**src/rtl/kmap_lut_eval.sv**
```systemverilog
// kmap_lut_eval
//   A truth-table evaluator that can be loaded at run time. The table has
//   2^N entries, and each entry holds a value bit and a care bit. Care = 0
//   marks a don't-care minterm. While IDLE, the block evaluates one N-bit
//   vector per cycle, and the result is registered one cycle later. On
//   request it enters SCAN and reports every entry in order, one per cycle.
//
// Parameters
//   N        number of function inputs (2..8); table depth is 2^N
//   DC_FILL  value driven on f when the reported entry is don't-care
//
// Ports
//   clk, resetn            clock; synchronous active-low reset
//   wr_en/wr_addr/
//   wr_val/wr_care         table write port, accepted in any state
//   in_valid, x            evaluation request and input vector
//   in_ready               evaluation can be accepted (IDLE, no scan_start)
//   scan_start             begin a full-table scan (honoured in IDLE only)
//   busy                   scan in progress
//   out_valid              one-cycle result strobe, no backpressure
//   f, f_dc                reported function value / don't-care flag
//   out_addr, out_last     index of reported entry / final scan entry
module kmap_lut_eval #(
  parameter int unsigned N       = 4,
  parameter bit          DC_FILL = 1'b0
) (
  input  logic         clk,
  input  logic         resetn,
  input  logic         wr_en,
  input  logic [N-1:0] wr_addr,
  input  logic         wr_val,
  input  logic         wr_care,
  input  logic         in_valid,
  output logic         in_ready,
  input  logic [N-1:0] x,
  input  logic         scan_start,
  output logic         busy,
  output logic         out_valid,
  output logic         f,
  output logic         f_dc,
  output logic [N-1:0] out_addr,
  output logic         out_last
);

  localparam int unsigned DEPTH = 1 << N;
  // The counter is one bit wider than the index, so its last value never
  // wraps back onto entry 0.
  localparam logic [N:0]  LAST  = {1'b0, {N{1'b1}}};

  typedef enum logic {
    IDLE = 1'b0,
    SCAN = 1'b1
  } state_t;

  state_t           state_q, state_d;
  logic [N:0]       cnt_q, cnt_d;
  logic [DEPTH-1:0] val_q, care_q;

  logic             scan_last;
  logic             rd_en;
  logic [N-1:0]     rd_addr;
  logic             rd_val, rd_care;

  logic             out_valid_q;
  logic             f_q, f_dc_q, out_last_q;
  logic [N-1:0]     out_addr_q;

  // State register.
  always_ff @(posedge clk) begin
    if (!resetn) begin
      state_q <= IDLE;
      cnt_q   <= '0;
    end else begin
      state_q <= state_d;
      cnt_q   <= cnt_d;
    end
  end

  // Next-state logic.
  always_comb begin
    state_d = state_q;
    cnt_d   = cnt_q;
    unique case (state_q)
      IDLE: begin
        if (scan_start) begin
          state_d = SCAN;
          cnt_d   = '0;
        end
      end
      SCAN: begin
        cnt_d = cnt_q + 1'b1;
        if (scan_last) state_d = IDLE;
      end
      default: state_d = IDLE;
    endcase
  end

  // Output / control decode.
  always_comb begin
    busy      = (state_q == SCAN);
    in_ready  = (state_q == IDLE) && !scan_start;
    scan_last = busy && (cnt_q == LAST);
    rd_en     = busy || (in_valid && in_ready);
    rd_addr   = busy ? cnt_q[N-1:0] : x;
  end

  // The read taps the current register contents. A write at the same edge
  // is therefore seen only by later reads (read-before-write).
  assign rd_val  = val_q[rd_addr];
  assign rd_care = care_q[rd_addr];

  // Table storage. Reset returns every entry to don't-care.
  always_ff @(posedge clk) begin
    if (!resetn) begin
      val_q  <= '0;
      care_q <= '0;
    end else if (wr_en) begin
      val_q[wr_addr]  <= wr_val;
      care_q[wr_addr] <= wr_care;
    end
  end

  // Result register. The data fields hold their values when no read occurs.
  always_ff @(posedge clk) begin
    if (!resetn) begin
      out_valid_q <= 1'b0;
      f_q         <= 1'b0;
      f_dc_q      <= 1'b0;
      out_addr_q  <= '0;
      out_last_q  <= 1'b0;
    end else begin
      out_valid_q <= rd_en;
      if (rd_en) begin
        f_q        <= rd_care ? rd_val : DC_FILL;
        f_dc_q     <= !rd_care;
        out_addr_q <= rd_addr;
        out_last_q <= scan_last;
      end
    end
  end

  assign out_valid = out_valid_q;
  assign f         = f_q;
  assign f_dc      = f_dc_q;
  assign out_addr  = out_addr_q;
  assign out_last  = out_last_q;

endmodule

```
**config.mk**
```make
export PLATFORM = sky130hd
export DESIGN_NAME = kmap_lut_eval
export DESIGN_NICKNAME = d
export VERILOG_FILES = /design/src/rtl/kmap_lut_eval.sv
export SDC_FILE = /design/constraint.sdc
export NUM_CORES = 1
export LEC_CHECK = 0
export CAP_MARGIN = 30
export CORE_MARGIN = 1.5
export CORE_UTILIZATION = 45
export CTS_CLUSTER_DIAMETER = 50
export DETAILED_ROUTE_END_ITERATION = 16
export PLACE_DENSITY = 0.71
export SETUP_SLACK_MARGIN = 0.1
export SYNTH_ARGS = -nofsm -noshare
export SYNTH_HDL_FRONTEND = slang
export SYNTH_SLANG_ARGS = --single-unit
```
**constraint.sdc**
```tcl
create_clock -name clk -period 2.7 [get_ports clk]
set_input_delay 0.54 -clock clk [delete_from_list [all_inputs] [get_ports clk]]
set_output_delay 0.54 -clock clk [all_outputs]
set_load 0.05 [all_outputs]
```
# After elaboration in Yosys (flattened, before gate mapping)
# Cells that the tools add are included.
# word_totals
regBits	46
in_bits	15
output_inout_bits	10
elab_cells	38
# op_classes
add_sub_neg	1
order_cmp	3
n_eq_ne	2
mux	15
n_bitwise	1
reduce_logical	7
# op_table
op	n
16-bit bitwise mux	2
4-bit by 5-bit < comparator with 1-bit output, second input constant	2
5-bit case mux with 2 select lines	1
1-bit binary-select mux with 4-bit select	2
1-bit 2-to-1 mux	6
5-bit by 1-bit adder with 5-bit output, second input constant	1
5-bit by 4-bit equality test with 1-bit output, second input constant	1
5-bit 2-to-1 mux	1
1-bit demux with 4-bit select	1
4-bit by 1-bit greater-or-equal comparator with 1-bit output, second input constant	1
1-bit logical AND	4
4-bit 2-to-1 mux	1
1-bit zero test	2
2-bit != test, second input constant	1
1-bit case mux with 2 select lines	1
1-bit logical OR	1
1-bit inverter	1

# Longest topological paths before layout
# logic_depth
depth_word	5
ltp_mapped	8
mapped_depth_nobuf	6

# Least setup slack after synthesis
# Ideal clock, no wire load.
# synth_timing
kind	register to register
startpoint	reg state_q (netlist: busy)
endpoint	reg f_q (netlist: f)
setup_ns	0.115
t_arrival_ns	2.345
required_time_ns	2.585
path_slack_ns	0.240
path_stages_with_launch	8
path_buffers	2
synth_period_minus_slack_ns	2.460
path_cell_list	dfxtp_1 buf_6 mux2i_4 buf_4 mux4_2 a22oi_1 o21ai_0 a31o_1
# synth_between
elab_chain_len	4
word_cells_on_any_way	10
classes_between	mux: 6; bitwise: 1; reduce/logical: 3
# synth_lines
element	line	text
start, declared	55	state_t state_q, state_d;
start signal, assigned	74	state_q <= state_d;
4-bit 2-to-1 mux / 1-bit inverter (equally long branches)	-	
1-bit binary-select mux with 4-bit select (tied with other cells)	109	assign rd_val = val_q[rd_addr];
1-bit 2-to-1 mux (implied by the code) (tied with other cells)	109	
1-bit 2-to-1 mux / 1-bit logical OR (equally long branches)	134, 103	
end signal, assigned	134	f_q <= rd_care ? rd_val : DC_FILL;
end, declared	65	logic f_q, f_dc_q, out_last_q;
# Parallel ways exist; a longest one is shown, timed or not. The select of a mux whose other input is x is not followed.
# A chain may end at the register's enable or synchronous reset.

# Final worst setup path
# layout_timing
startpoint	in x[0]
endpoint	reg f_q (netlist: f)
# layout_between
elab_chain_len	4
word_cells_on_any_way	6
classes_between	mux: 6
# layout_lines
element	line	text
start, declared	35	input logic [N-1:0] x,
4-bit 2-to-1 mux (*)	104	rd_addr = busy ? cnt_q[N-1:0] : x;
1-bit binary-select mux with 4-bit select (on tied branches)	109, 110	
1-bit 2-to-1 mux (on tied branches)	109, 110	
1-bit 2-to-1 mux (*)	134	
# Every way passes the cells marked *; elsewhere a longest branch is shown, timed or not. The select of a mux whose other input is x is not followed.

==> results.md <==
* Final setup violation count at 0
* Via count at approximately 1800
* Starting Density at a little under half
* Maximum ir drop on the vdd rail at between 400 and 500 uV
* Boundary pin count at 25
* Wire length on met2 at approximately 2300 um
* Cells taking the most area after synthesis: dfxtp_1, mux2i_1, a21boi_0
* RSZ-0062 raised after global routing: no
* Tightest Hold Check Type: reg -> reg
* Num CTS Buffers at 5
* Total power at 1380 uW
* Clock Pin Slew Worst Setup and Hold Paths at roughly 0.080 ns
* Die X at around 75 um
* Routed len/inst at roughly 14 um
* Synthesized cell area at around 2300 um2
* Syn_nets at 270
* Commonest cells in the netlist: dfxtp_1, mux2i_1, nand2_1, o21ai_0, a21boi_0
* Post-synth EDFFs at 0
* Final setup TNS at 0 ns
* Endpoints failing hold at 0
* Area share of the largest cell type after synthesis at 39.9%
* CTS Buffer Depth at 2
* Placed Area at 2640 um2
* Syn-to-layout area delta at 18.3%
* Crit Path Max Fanout at 5
* Flops & latches, synth at 46
* Final Max Tran Viols at 0
* Layout cell share with drive strength beyond 1 at about a tenth
* Critical path arrival at between 2 and 3 ns
* Via density at about 5.3
* Simple logic cell fraction of the synthesized area at between 10% and 20%
* Detailed router's first-iteration violation count at 81
* Leak pwr at 0.00107 uW
* Die Ht at about 75 um
* Fmax at 0.441 GHz
* Post-Syn Area per Cell at 9.13 um2
* Top FF cell, synth: dfxtp_1
* Area leader, netlist: dfxtp_1
* Die area at about 5600 um2
* DRT antenna net count at 0
* Slew @ Worst Pin at ~0.66 ns
* Synth Area in Compound Gates at 19.4%
* Maxcap violations at 0
* CTS sink count at 46
* Filler instances at 465
* Relative slew slack at a little under three fifths
* CTS H-Tree Depth at 2
* Worst path required time at approximately 3.0 ns
* Setup crit start kind: input port
* Number of buffers inserted by hold repair at cts at 0
* Antenna violations before repair at 0
* Largest family of logic cells by synthesized area: compound AO/OA/AOI/OAI gates
* Area share of fa/ha/maj cells after synthesis at under 10%
* Mux cell area share after synthesis at around 17%
* Yosys warns at 0
* Port Buf Inserts at 24
* Placed insts at about 340
* Status: completed
* Clock skew at slightly below 0.01 ns
* Total Wirelength at ~5000 um
* Nets at between 200 and 300
* Cell Count, Final, Fillers Out at between 300 and 400
* Vias in the first global route at ~1600
* Seq/Total Area, Yosys at between 30% and 40%
* Inserted Diodes at 0
* Cell variety after synth at 38
* Gate Count Post-Synth at 253
* DR top layer: met4
* Metal3 WL at approximately 270 um
* Worst-Skew Late Latency at ~0.31 ns
* GPL Wtd Cong at a little under 0.8
* CP endpoint kind: register
* Crit path kind: in -> reg
* Largest net degree at the start of global routing at 27
* Post-synth ARST share at 0%
* M1 WL at between 2000 and 2500 um
* DRT Pass-1 Iters at 4
* Multi-input logic area at around 1300 um2
* Count leader, synth: dfxtp_1
* TritonCTS clock tree: built
* First-pass GRT wire length at 7980 um
* GR Util All Layers at about a fifth
* Post-CTS sizing at 0
* Sequential cell area at 921 um2
* DP HPWL at about 3500 um
* XOR/XNOR Fraction of Synth Area at 0%
* Post-route cell area at ~2700 um2
* Final Critical Period at 2.27 ns
* Cell Pwr Density at between 500 and 600 nW/um2
* Post-CTS Setup Bufs at 0
* FP Rows at 25
* Period utilization at 84.0%
* CTS root buf: clkbuf_8
* DRC at 0
* Core box area at 4850 um2
* Overflow after GRT at 0
## final timing paths
kind | startpoint | to | slack, ns | depth (start not counted)
setup / recovery | x[0] | f$_SDFFE_PN0P_ | 0.43 | 8
hold / removal | val_q[0]$_SDFFE_PN0P_ | val_q[0]$_SDFFE_PN0P_ | 0.47 | 2
setup reg to reg | busy$_SDFF_PN0_ | f$_SDFFE_PN0P_ | 0.49 | 7
hold reg to reg | val_q[0]$_SDFFE_PN0P_ | val_q[0]$_SDFFE_PN0P_ | 0.47 | 2
## flip-flops by register name, summed over array words and instances, names as in the netlist
name and count:
care_q 16, cnt_q 5, val_q 16, f 1, f_dc 1, out_valid 1
busy 1, out_addr 4, out_last 1
## worst max-delay path, cell delays in order
cell             delay, ns
clkdlybuf4s50_1       0.44
mux2i_4               0.24
buf_4                 0.20
mux2i_1               0.09
mux2_2                0.28
a2111oi_2             0.35
o32a_1                0.23
a31o_1                0.14
## report_power, final
| part | switching [uW] | internal, uW | total [uW] | leakage [uW] |
|---|---|---|---|---|
| registers | 12.1 | 695 | 707 | 0.000373 |
| clock network | 238 | 206 | 444 | 0.0000472 |
| logic | 131 | 98.0 | 229 | 0.000649 |
## logic make-up (layout without fill, tap and decap cells)
logic type      count (synthesis)  count (layout)
simple gates                   87              87
compound gates                 65              65
flops                          46              46
mux                            35              35
buf+inv                        18              45
fa+ha+maj                       2               2
## cell type report
cell class | instances | area share [%]
multi-input cells | 189 | 48.0
flip-flops and latches | 46 | 33.7
repair buffers | 34 | 11.4
well taps | 67 | 3.07
clock buffers | 6 | 3.02
clock inverters | 2 | 0.458
inverters | 3 | 0.412
## layout by cell type, fill, tap and decap left out, types with 2 or more instances in the layout
| master | Yosys | final |
|---|---|---|
| dfxtp_1 | 46 | 46 |
| mux2i_1 | 29 | 29 |
| nand2_1 | 28 | 28 |
| o21ai_0 | 23 | 23 |
| clkdlybuf4s50_1 | 0 | 22 |
| a21boi_0 | 20 | 20 |
| nor2b_1 | 19 | 19 |
| nor2_1 | 14 | 14 |
| buf_4 | 1 | 12 |
| clkbuf_8 | 0 | 6 |
| a21oi_1 | 5 | 5 |
| nand2b_1 | 5 | 5 |
| o211a_1 | 4 | 4 |
| nand3_1 | 4 | 4 |
| nand3b_1 | 4 | 4 |
| nor3_1 | 4 | 4 |
| inv_1 | 3 | 3 |
| nor3b_1 | 3 | 3 |
| and2_1 | 3 | 3 |
| and3_1 | 2 | 2 |
| a21o_1 | 2 | 2 |
| mux2_1 | 2 | 2 |
| mux4_2 | 2 | 2 |
| a22oi_1 | 2 | 2 |
| ha_1 | 2 | 2 |
## through the flow
step	utilization, %	setup slack [ns]	hold WS [ns]
after floorplan	-	0.240	0.440
after global placement	54.4	0.172	0.454
after detailed placement	54.4	0.130	0.466
after CTS	56.3	0.430	0.476
after global routing	56.3	0.274	0.510
final	56.3	0.432	0.474
## metal layers
metal	GRT usage, %	up-vias
met5	0	-
met4	5.45	0
met3	5.22	4
met2	30.4	40
met1	26.6	847
li1	-	943
Power figures use the tool's default switching activity.
